`config.mk`:
```
export PLATFORM = sky130hd
export DESIGN_NAME = uart_rx_frame
export DESIGN_NICKNAME = d
export VERILOG_FILES = /design/src/rtl/uart_rx_frame.sv
export SDC_FILE = /design/constraint.sdc
export NUM_CORES = 1
export LEC_CHECK = 0
export BUFFER_PORTS_ARGS = -buffer_cell sky130_fd_sc_hd__buf_2
export CAP_MARGIN = 20
export CORE_MARGIN = 1
export CORE_UTILIZATION = 57
export CTS_CLUSTER_SIZE = 16
export DETAILED_ROUTE_END_ITERATION = 12
export GPL_TIMING_DRIVEN = 0
export PLACE_DENSITY = 0.87
export SLEW_MARGIN = 10
export SYNTH_ARGS = -nofsm -noshare
export SYNTH_HDL_FRONTEND = slang
export SYNTH_SLANG_ARGS = --single-unit
```
`constraint.sdc`:
```
create_clock -name clk -period 2.1 [get_ports clk]
set_input_delay 0.21 -clock clk [delete_from_list [all_inputs] [get_ports clk]]
set_output_delay 0.21 -clock clk [all_outputs]
set_load 0.05 [all_outputs]
```
`src/rtl/uart_rx_frame.sv`:
```
// UART receive framer: synchronises sri, centre-samples start/data/parity/stop on the
// oversampling enable, and emits one-clk byte strobes with parity/framing/break flags.
`timescale 1ns/1ps
module uart_rx_frame #(
  parameter int unsigned SYNC_STAGES = 2,
  parameter int unsigned OS_RATE     = 16
) (
  input  logic       clk,
  input  logic       rst_n,
  input  logic       brclk,
  input  logic       sri,
  input  logic [1:0] wls,
  input  logic       pen,
  input  logic       eps,
  input  logic       stick,
  output logic [7:0] rx_data,
  output logic       rx_valid,
  output logic       parity_err,
  output logic       frame_err,
  output logic       break_det,
  output logic       busy
);

  localparam int unsigned CW = $clog2(OS_RATE);
  localparam logic [CW-1:0] MidTick = CW'(OS_RATE / 2 - 1);
  localparam logic [CW-1:0] EndTick = CW'(OS_RATE - 1);

  typedef enum logic [2:0] {StIdle, StStart, StData, StParity, StStop, StWaitHi} state_e;

  logic [SYNC_STAGES-1:0] sync_q;
  logic                   rx;

  always_ff @(posedge clk or negedge rst_n) begin
    if (!rst_n) sync_q <= '1;
    else        sync_q <= {sync_q[SYNC_STAGES-2:0], sri};
  end

  assign rx = sync_q[SYNC_STAGES-1];

  state_e      state_q;
  logic [CW-1:0] tick_q;
  logic [2:0]  bit_q;
  logic [1:0]  wls_q;
  logic        pen_q, eps_q, stick_q;
  logic [7:0]  shift_q;
  logic        zero_q;
  logic        perr_q;
  logic [7:0]  rx_data_q;
  logic        rx_valid_q, parity_err_q, frame_err_q, break_q;

  logic       tick_end;
  logic [2:0] last_bit;
  logic       exp_par;

  assign tick_end = (tick_q == EndTick);
  assign last_bit = {1'b0, wls_q} + 3'd4;
  // Unused MSBs of shift_q stay 0, so reducing over all 8 bits is safe
  assign exp_par  = stick_q ? ~eps_q : (eps_q ? ^shift_q : ~^shift_q);

  always_ff @(posedge clk or negedge rst_n) begin
    if (!rst_n) begin
      state_q      <= StIdle;
      tick_q       <= '0;
      bit_q        <= '0;
      wls_q        <= '0;
      pen_q        <= 1'b0;
      eps_q        <= 1'b0;
      stick_q      <= 1'b0;
      shift_q      <= '0;
      zero_q       <= 1'b0;
      perr_q       <= 1'b0;
      rx_data_q    <= '0;
      rx_valid_q   <= 1'b0;
      parity_err_q <= 1'b0;
      frame_err_q  <= 1'b0;
      break_q      <= 1'b0;
    end else begin
      rx_valid_q   <= 1'b0;
      parity_err_q <= 1'b0;
      frame_err_q  <= 1'b0;
      break_q      <= 1'b0;
      if (brclk) begin
        unique case (state_q)
          StIdle: begin
            if (!rx) begin
              state_q <= StStart;
              tick_q  <= '0;
              wls_q   <= wls;
              pen_q   <= pen;
              eps_q   <= eps;
              stick_q <= stick;
            end
          end
          StStart: begin
            if (tick_q == MidTick) begin
              tick_q <= '0;
              if (!rx) begin
                state_q <= StData;
                bit_q   <= '0;
                shift_q <= '0;
                zero_q  <= 1'b1;
                perr_q  <= 1'b0;
              end else begin
                state_q <= StIdle;
              end
            end else begin
              tick_q <= tick_q + 1'b1;
            end
          end
          StData: begin
            if (tick_end) begin
              tick_q         <= '0;
              shift_q[bit_q] <= rx;
              if (rx) zero_q <= 1'b0;
              if (bit_q == last_bit) state_q <= pen_q ? StParity : StStop;
              else                   bit_q   <= bit_q + 3'd1;
            end else begin
              tick_q <= tick_q + 1'b1;
            end
          end
          StParity: begin
            if (tick_end) begin
              tick_q  <= '0;
              if (rx) zero_q <= 1'b0;
              perr_q  <= (rx != exp_par);
              state_q <= StStop;
            end else begin
              tick_q <= tick_q + 1'b1;
            end
          end
          StStop: begin
            if (tick_end) begin
              tick_q       <= '0;
              rx_valid_q   <= 1'b1;
              rx_data_q    <= shift_q;
              parity_err_q <= perr_q;
              frame_err_q  <= ~rx;
              break_q      <= ~rx & zero_q;
              state_q      <= rx ? StIdle : StWaitHi;
            end else begin
              tick_q <= tick_q + 1'b1;
            end
          end
          StWaitHi: begin
            // Hold off new start detection until the break/low line releases
            if (rx) state_q <= StIdle;
          end
          default: state_q <= StIdle;
        endcase
      end
    end
  end

  assign rx_data    = rx_data_q;
  assign rx_valid   = rx_valid_q;
  assign parity_err = parity_err_q;
  assign frame_err  = frame_err_q;
  assign break_det  = break_q;
  assign busy       = (state_q != StIdle);

endmodule
```
# Word-level counts from Yosys, hierarchy flattened
# Index checks and enable logic that the tools add are counted.
[op_classes]
n_mux = 50
eq_ne = 20
n_addsub = 3
magnitude_cmp = 2
reduce_logical = 19
bitwise = 3
[ops]
columns = ["operator", "n"]
rows = [
  ["$mux W3", 13],
  ["$mux W8", 3],
  ["$mux W1", 22],
  ["$ne A2 B2 Y1 const B", 9],
  ["$pmux W3 S6", 1],
  ["$pmux W8 S2", 1],
  ["$mux W4", 3],
  ["$pmux W4 S3", 1],
  ["$reduce_and A6 Y1", 2],
  ["$reduce_and A5 Y1", 2],
  ["$reduce_and A3 Y1", 3],
  ["$bwmux W8", 1],
  ["$reduce_and A8 Y1", 1],
  ["$reduce_xnor A8 Y1", 1],
  ["$reduce_xor A8 Y1", 1],
  ["$eq A3 B2 Y1 const B", 2],
  ["$eq A3 B3 Y1 const B", 2],
  ["$pmux W3 S2", 1],
  ["$reduce_bool A2 Y1", 3],
  ["$reduce_bool A3 Y1", 2],
  ["$add A4 B1 Y4 const B", 1],
  ["$eq A4 B3 Y1 const B", 1],
  ["$eq A4 B4 Y1 const B", 1],
  ["$lt A3 B4 Y1 const B", 1],
  ["other kinds (16)", 19],
]
[totals]
input_bits = 9
word_cells = 113
register_bits = 39

# Depth between registers and ports, before layout
# Gate-level depths: netlist of run 1.
[depth]
depth_word = 7
mapped_depth = 7

# Worst setup path before layout of run 1
# No wires, ideal clock.
[synth_timing]
kind = "register to register"
start = "register state_q[1]"
end = "register bit_q[2]"
period_less_slack_ps = 1788
path_stages_with_launch = 6
arrival_time_ps = 1662
path_slack_ps = 312
setup_ps = 126
required_time_ps = 1974
cell_sequence = "dfrtp_1 or4b_4 nor2_2 a21oi_1 or2_4 a221o_1"
[synth_between]
elab_chain_cells = 3
[synth_lines]
columns = ["item", "line_no", "rtl"]
rows = [
  ["from (decl)", "40", "state_e state_q;"],
  ["from (signal assigned)", "62", "state_q <= StIdle;"],
  ["from (signal assigned)", "86", "state_q <= StStart;"],
  ["from (signal assigned)", "98", "state_q <= StData;"],
  ["$eq A3 B2 Y1 or $eq A3 B1 Y1 (tied branches)", "83", "unique case (state_q)"],
  ["$ne A2 B2 Y1 (no line) or $reduce_bool A2 Y1 (tied branches)", "--", ""],
  ["$reduce_and A6 Y1 (no line)", "--", ""],
  ["to (signal assigned)", "116", "else bit_q <= bit_q + 3'd1;"],
  ["to (decl)", "42", "logic [2:0] bit_q;"],
]
# Parallel ways exist; a longest one is shown, timed or not.
# A chain may end at the register's enable or synchronous reset.

# Worst setup path in the final report of run 1
[layout_timing]
start = "register state_q[1]"
end = "output port busy"
[layout_between]
elab_chain_cells = 1
[layout_lines]
columns = ["item", "line_no", "rtl"]
rows = [
  ["$reduce_bool A3 Y1", "159", "assign busy = (state_q != StIdle);"],
  ["to (decl)", "21", "output logic busy"],
]
# Every way passes these cells.

==> results of run 1 <==
final cells by class:
class	instances	area share, %
Inverter	9	1.512
Multi-Input combinational cell	132	40.93
Clock inverter	2	1.568
Sequential cell	39	43.79
Clock buffer	6	2.296
Tap cell	44	2.464
Timing Repair Buffer	23	5.599
Buffer	9	1.848
state kept, by name (all words and copies together), names as in the netlist, 2 cells and up:
register and count:
sync_q 2, state_q 3, shift_q 8, bit_q 3, tick_q 4, wls_q 2
rx_data 8
per-layer routing:
metal / global-route usage, % / share of wire [%] / vias to the layer above
li1: - / - / 737
met1: 33.01 / 47 / 713
met2: 35.16 / 45 / 50
met3: 4.478 / 5.8 / 10
met4: 11.04 / 2.0 / 0
met5: 0 / 0 / -
cell usage after synthesis (5+ instances only):
master	n
sky130_fd_sc_hd__mux2i_1	5
sky130_fd_sc_hd__clkbuf_1	5
sky130_fd_sc_hd__dfrtp_1	37
sky130_fd_sc_hd__nand3_1	7
sky130_fd_sc_hd__a31oi_1	8
sky130_fd_sc_hd__inv_1	9
sky130_fd_sc_hd__mux2_2	13
sky130_fd_sc_hd__xnor2_1	8
sky130_fd_sc_hd__nand2_1	16
sky130_fd_sc_hd__nor2_1	7
sky130_fd_sc_hd__o21ai_0	24
worst max-delay path, stage by stage, from the launching register on:
cell	delay (ps)
sky130_fd_sc_hd__dfrtp_1	470
sky130_fd_sc_hd__clkbuf_1	250
sky130_fd_sc_hd__nor3_1	330
sky130_fd_sc_hd__inv_1	110
sky130_fd_sc_hd__buf_2	230
where the power goes:
group,switching [mW],internal (mW),leakage [nW],total (mW)
Combinational,0.467,0.298,0.526,0.765
Sequential,0.0900,0.867,0.507,0.957
Clock,0.249,0.281,0.0482,0.530
timing repair:
action,CTS,global route
hold endpoints to repair,38,0
hold buffers,2,0
gates resized for setup,0,0
stage by stage:
stage | setup WS (ps) | util, % | cells | instance area [µm²]
after floorplan | 311.7 | - | 189 | 1968
after global routing | 15.70 | 70.87 | 264 | 2235
after global placement | 228.9 | 67.50 | 254 | 2128
after detailed placement | 203.8 | 67.50 | 254 | 2128
after CTS | 160.0 | 70.87 | 264 | 2235
final | 150.7 | 70.87 | 264 | 2235
how the worst min path moves through the flow:
stage          startpoint                   end  slack (ps)
6_report           wls[0]  wls_q[0]$_DFFE_PN0P_          80
5_1_grt               eps     eps_q$_DFFE_PN0P_          80
4_1_cts               eps     eps_q$_DFFE_PN0P_          80
3_5_place_dp          sri   sync_q[0]$_DFF_PN1_         320
3_3_place_gp          sri   sync_q[0]$_DFF_PN1_         320
2_1_floorplan       rst_n  bit_q[0]$_DFFE_PN0P_         -90
cells by family after synthesis:
| logic type | after synthesis | share of synthesized area [%] |
|---|---|---|
| buf+inv | 18 | 3.814 |
| fa+ha+maj | 2 | 1.271 |
| simple gates | 55 | 15.51 |
| mux | 18 | 9.981 |
| xor+xnor | 10 | 4.450 |
| compound gates | 47 | 15.26 |
| flops | 39 | 49.71 |
==> insert_results.sql, run 1 <==
INSERT INTO impl_metrics (metric_group, metric, value, unit) VALUES
('clocking', 'cts_sinks', '39', ''),
('placed_design', 'gpl.final_weighted_congestion', '0.9402', ''),
('global_route', 'antenna_found_initial', '0', ''),
('finish', 'layout.cells.most_common_list', 'sky130_fd_sc_hd__dfrtp_1 (37), sky130_fd_sc_hd__o21ai_0 (24), sky130_fd_sc_hd__buf_2 (23)', ''),
('clocking', 'cts_buffer_depth', '2', ''),
('power', 'design_power_total', '2.252', 'mW'),
('timing', 'rsz0062_at_grt', 'no', ''),
('synthesis', 'yosysUniqueCellTypes', '42', ''),
('clocking', 'htree_num_levels', '2', ''),
('drt', 'detailroute.via_count', '1510', ''),
('clocking', 'clock_latency', '360', 'ps'),
('finish', 'drive_above_1_share', '24.09', '%'),
('floorplan', 'chipHeight', '60.76', 'µm'),
('synthesis', 'syn-mean-instance-area', '10.41', 'µm²'),
('power', 'p_leak', '1.081', 'nW'),
('setup_path', 'rr_startpoint', 'tick_q[0]$_DFFE_PN0P_', ''),
('clocking', 'postCtsSetupRepairBufs', '0', ''),
('timing', 'setup_viol', '0', ''),
('run_status', 'run_status', 'finished clean', ''),
('synthesis', 'seq_area_frac_synth', '49.71', '%'),
('setup_path', 'cp.arrival', '1740', 'ps'),
('clocking', 'clkTransAtPathRegs', '120', 'ps'),
('synthesis', 'ys_warn_count', '0', ''),
('floorplan', 'coreArea', '3153', 'µm²'),
('drt', 'wirelength', '3771', 'µm'),
('clocking', 'root_buffer', 'sky130_fd_sc_hd__clkbuf_4', ''),
('timing', 'final.period_utilization', '92.82', '%'),
('timing', 'hold-worst-slack', '76.56', 'ps'),
('timing', 'report.final.hold_viol_count', '0', ''),
('synthesis', 'post_synth_edffs', '0', ''),
('placed_design', 'post-dp-hpwl', '2671', 'µm'),
('synthesis', 'synthArstFlopShare', '100.0', '%'),
('global_route', 'globalRouteOverflowTotal', '0', ''),
('finish', 'multiInputGateArea', '914.6', 'µm²'),
('drt', 'detailedRoute.firstIterationViolations', '59', ''),
('timing', 'worst_pin_slew', '839.0', 'ps'),
('hold_path', 'whs_path_depth', '2', ''),
('synthesis', 'ys.flop_type', 'sky130_fd_sc_hd__dfrtp_1', ''),
('timing', 'totalNegativeSetupSlack', '0', 'ps'),
('clocking', 'cts_made_buffers', '5', ''),
('synthesis', 'synth_largest_area_cell', 'sky130_fd_sc_hd__dfrtp_1', ''),
('setup_path', 'cp_data_required_time', '1890', 'ps'),
('finish', 'areaGrowthSynthToFinish', '13.54', '%'),
('synthesis', 'synth-seq-cells', '39', ''),
('floorplan', 'floorplan.rows', '20', ''),
('setup_path', 'setup.worst_path.start', 'state_q[1]$_DFFE_PN0P_', ''),
('synthesis', 'synthesis.nets', '200', ''),
('power', 'pwr_density_cell', '1008', 'nW/µm²'),
('timing', 'headroom_to_the_max_slew_limit', '44.06', '%'),
('finish', 'final_common_cell', 'sky130_fd_sc_hd__dfrtp_1', ''),
('drt', 'drtAntennaViolNets', '0', ''),
('synthesis', 'synth_top_cell_area_share', '47.04', '%'),
('timing', 'max_clock_freq', '513.0', 'MHz'),
('floorplan', 'design.die.area', '3692', 'µm²'),
('drt', 'route.detailed.wl_per_inst', '14.28', 'µm'),
('timing', 'drv_slew', '0', ''),
('synthesis', 'syn_area', '1968', 'µm²'),
('global_route', 'groute.usage.overall', '23.43', '%'),
('floorplan', 'initial_core_util', '62.42', '%'),
('drt', 'route.detailed.drc', '0', ''),
('setup_path', 'ff2ff_path_depth', '6', ''),
('global_route', 'grt_max_degree', '40', ''),
('finish', 'area.sequential', '978.4', 'µm²'),
('setup_path', 'rr_endpoint', 'rx_data[4]$_DFFE_PN0P_', ''),
('synthesis', 'post_synthesis_cells', '189', ''),
('timing', 'post-route-min-period', '1949', 'ps'),
('setup_path', 'setup.reg_to_reg.worst_slack', '170', 'ps'),
('global_route', 'global_route_wire_length_before_repair', '6175', 'µm'),
('job', 'drv_cap', '0', ''),
('synthesis', 'post_synth_main_area_contributors', 'sky130_fd_sc_hd__dfrtp_1 (47%), sky130_fd_sc_hd__mux2_2 (7.4%), sky130_fd_sc_hd__o21ai_0 (6.1%)', ''),
('finish', 'n_antenna_cell', '0', '');
Power figures use the tool's default switching activity.
==> run 2: changes to the inputs <==
--- a/config.mk
+++ b/config.mk
@@ -11,8 +11,7 @@
 export CORE_UTILIZATION = 57
 export CTS_CLUSTER_SIZE = 16
 export DETAILED_ROUTE_END_ITERATION = 12
-export GPL_TIMING_DRIVEN = 0
-export PLACE_DENSITY = 0.87
+export PLACE_DENSITY = 0.8
 export SLEW_MARGIN = 10
 export SYNTH_ARGS = -nofsm -noshare
 export SYNTH_HDL_FRONTEND = slang
==> insert_results.sql, run 2 (same netlist as run 1, synthesis figures left out) <==
INSERT INTO impl_metrics (metric_group, metric, value, unit) VALUES
('clocking', 'root_buffer', 'sky130_fd_sc_hd__clkbuf_4', ''),
('drt', 'topRoutingLayerUsed', 'met4', ''),
('setup_path', 'cp_slowest_cell', 'sky130_fd_sc_hd__or4b_4', ''),
('floorplan', 'die-width', '60.76', 'µm'),
('placed_design', 'placed_area', '2117', 'µm²'),
('power', 'p_leak', '1.068', 'nW'),
('timing', 'post-route-min-period', '1917', 'ps'),
('floorplan', 'initial_core_util', '62.42', '%'),
('setup_path', 'critical-path-max-stage-delay', '570', 'ps'),
('floorplan', 'design.die.area', '3692', 'µm²'),
('timing', 'hold-worst-slack', '73.70', 'ps'),
('drt', 'wirelength', '3696', 'µm'),
('timing', 'rsz0062_at_grt', 'no', ''),
('timing', 'totalNegativeSetupSlack', '0', 'ps'),
('placed_design', 'gpl.final_weighted_congestion', '0.8455', ''),
('global_route', 'antenna_found_initial', '0', ''),
('drt', 'detail_route.first_pass.iterations', '4', ''),
('power', 'power.internal', '1.369', 'mW'),
('setup_path', 'worstSetupEndpointType', 'flip-flop', ''),
('timing', 'final.setup_skew', '10.97', 'ps'),
('timing', 'drv_slew', '0', ''),
('finish', 'layout.cells.most_common_list', 'sky130_fd_sc_hd__dfrtp_1 (37), sky130_fd_sc_hd__o21ai_0 (24), sky130_fd_sc_hd__buf_2 (21)', ''),
('global_route', 'groute.usage.overall', '23.39', '%'),
('finish', 'post-route-cell-area', '2210', 'µm²'),
('floorplan', 'chipHeight', '60.76', 'µm'),
('floorplan', 'floorplan.rows', '20', ''),
('finish', 'final_common_cell', 'sky130_fd_sc_hd__dfrtp_1', ''),
('clocking', 'cts_sinks', '39', ''),
('power', 'switching_share', '36.90', '%'),
('power', 'net-switching-power', '0.8004', 'mW'),
('clocking', 'tritoncts', 'done', ''),
('drt', 'drtAntennaViolNets', '0', ''),
('finish', 'areaGrowthSynthToFinish', '12.27', '%'),
('finish', 'n_antenna_cell', '0', ''),
('hold_path', 'hold_path_class', 'in -> reg', ''),
('clocking', 'cts_hold_buffers', '2', ''),
('drt', 'met2RoutedLength', '1798', 'µm'),
('floorplan', 'io_pins', '22', ''),
('setup_path', 'critical_path.cell_chain', 'or4b_4 -> nor2_2 -> a21oi_1 -> or2_4 -> a221o_1', ''),
('power', 'vdd.ir_drop.worst', '0.7492', 'mV'),
('setup_path', 'crit_path_max_fanout', '8', ''),
('clocking', 'htree_num_levels', '2', ''),
('drt', 'detailroute.via_count', '1501', ''),
('timing', 'final.period_utilization', '91.28', '%'),
('placed_design', 'io_buffers', '21', ''),
('global_route', 'globalRouteOverflowTotal', '0', ''),
('power', 'combinationalPowerShare', '33.7', '%'),
('timing', 'setup_viol', '0', ''),
('global_route', 'grt_max_degree', '40', ''),
('clocking', 'cts_buffer_depth', '2', ''),
('clocking', 'clkTransAtPathRegs', '120', 'ps'),
('power', 'pwr_density_cell', '981.7', 'nW/µm²'),
('clocking', 'clock_latency', '350', 'ps'),
('floorplan', 'coreArea', '3153', 'µm²'),
('setup_path', 'timing.critical_path.from_type', 'flip-flop', ''),
('finish', 'drive_above_1_share', '24.65', '%'),
('timing', 'headroom_to_the_max_slew_limit', '44.95', '%'),
('setup_path', 'cp.buffers_inverters', '0', ''),
('finish', 'design.final.nets', '225', ''),
('drt', 'detailedRoute.firstIterationViolations', '71', ''),
('setup_path', 'path_class', 'reg -> reg', ''),
('finish', 'fillers', '244', ''),
('setup_path', 'cp.arrival', '2170', 'ps'),
('drt', 'via_per_inst', '5.795', ''),
('drt', 'route.detailed.drc', '0', ''),
('setup_path', 'cp_data_required_time', '2360', 'ps'),
('clocking', 'cts_resized', '0', ''),
('clocking', 'postCtsSetupRepairBufs', '0', ''),
('timing', 'worst_pin_slew', '825.7', 'ps'),
('finish', 'final_core_util', '70.08', '%'),
('drt', 'route.detailed.wl_per_inst', '14.27', 'µm'),
('run_status', 'run_status', 'finished clean', ''),
('global_route', 'global_route_wire_length_before_repair', '6230', 'µm'),
('placed_design', 'post-dp-hpwl', '2747', 'µm'),
('power', 'sequential_fraction_of_design_power', '45.6', '%'),
('job', 'drv_cap', '0', ''),
('power', 'power_frac_clock', '20.7', '%'),
('drt', 'wl_met1', '1666', 'µm'),
('setup_path', 'critical_path.top_delay_family', 'simple AND/OR/NAND/NOR gates', ''),
('timing', 'max_clock_freq', '521.7', 'MHz'),
('global_route', 'first_global_vias', '1366', ''),
('clocking', 'cts_made_buffers', '5', ''),
('drt', 'wl_met3', '165', 'µm'),
('timing', 'report.final.hold_viol_count', '0', '');
[run 2: stage by stage]
step | worst slack, ps | std cells | power [mW]
finish | 183.1 | 259 | 2.169
floorplan | 311.7 | 189 | 1.539
global placement | 268.3 | 249 | 1.684
global route | 1.681 | 259 | 2.306
CTS | 195.5 | 259 | 2.166
detailed placement | 214.1 | 249 | 1.725
[run 2: final timing paths]
| check | endpoint | cells after the start | slack, ps | from |
|---|---|---|---|---|
| worst max-delay path | bit_q[2]$_DFFE_PN0P_ | 5 | 180 | state_q[1]$_DFFE_PN0P_ |
| worst min-delay path | wls_q[1]$_DFFE_PN0P_ | 2 | 70 | wls[1] |
| min in group asynchronous | state_q[1]$_DFFE_PN0P_ | 2 | 480 | rst_n |
| worst max register to register | bit_q[2]$_DFFE_PN0P_ | 5 | 180 | state_q[1]$_DFFE_PN0P_ |
| max in group asynchronous | rx_data[5]$_DFFE_PN0P_ | 2 | 1110 | rst_n |
| worst min register to register | sync_q[1]$_DFF_PN1_ | 0 | 360 | sync_q[0]$_DFF_PN1_ |
[run 2: per-layer routing]
metal  track usage (%)  vias to the layer above
li1                  -                      730
met1             29.69                      718
met2             37.68                       46
met3             5.757                        7
met4             11.04                        0
met5                 0                        -
[run 2: area by class of cell]
cell class / count / area, µm² / area share (%)
sequential: 39 / 978.4 / 44.28
clock inverter: 1 / 7.507 / 0.3398
multi-input combinational: 132 / 914.6 / 41.39
inverter: 9 / 33.78 / 1.529
tap: 44 / 55.05 / 2.492
clock buffer: 7 / 65.06 / 2.945
timing repair buffer: 27 / 155.1 / 7.022
[run 2: power groups by stage]
stage | clock, mW | sequential, mW | combinational [mW]
finish | 0.448 | 0.990 | 0.731
global route | 0.486 | 1.01 | 0.808
CTS | 0.451 | 0.987 | 0.727
detailed placement | 0 | 1.00 | 0.723
global placement | 0 | 0.995 | 0.689
floorplan | 0 | 0.945 | 0.594
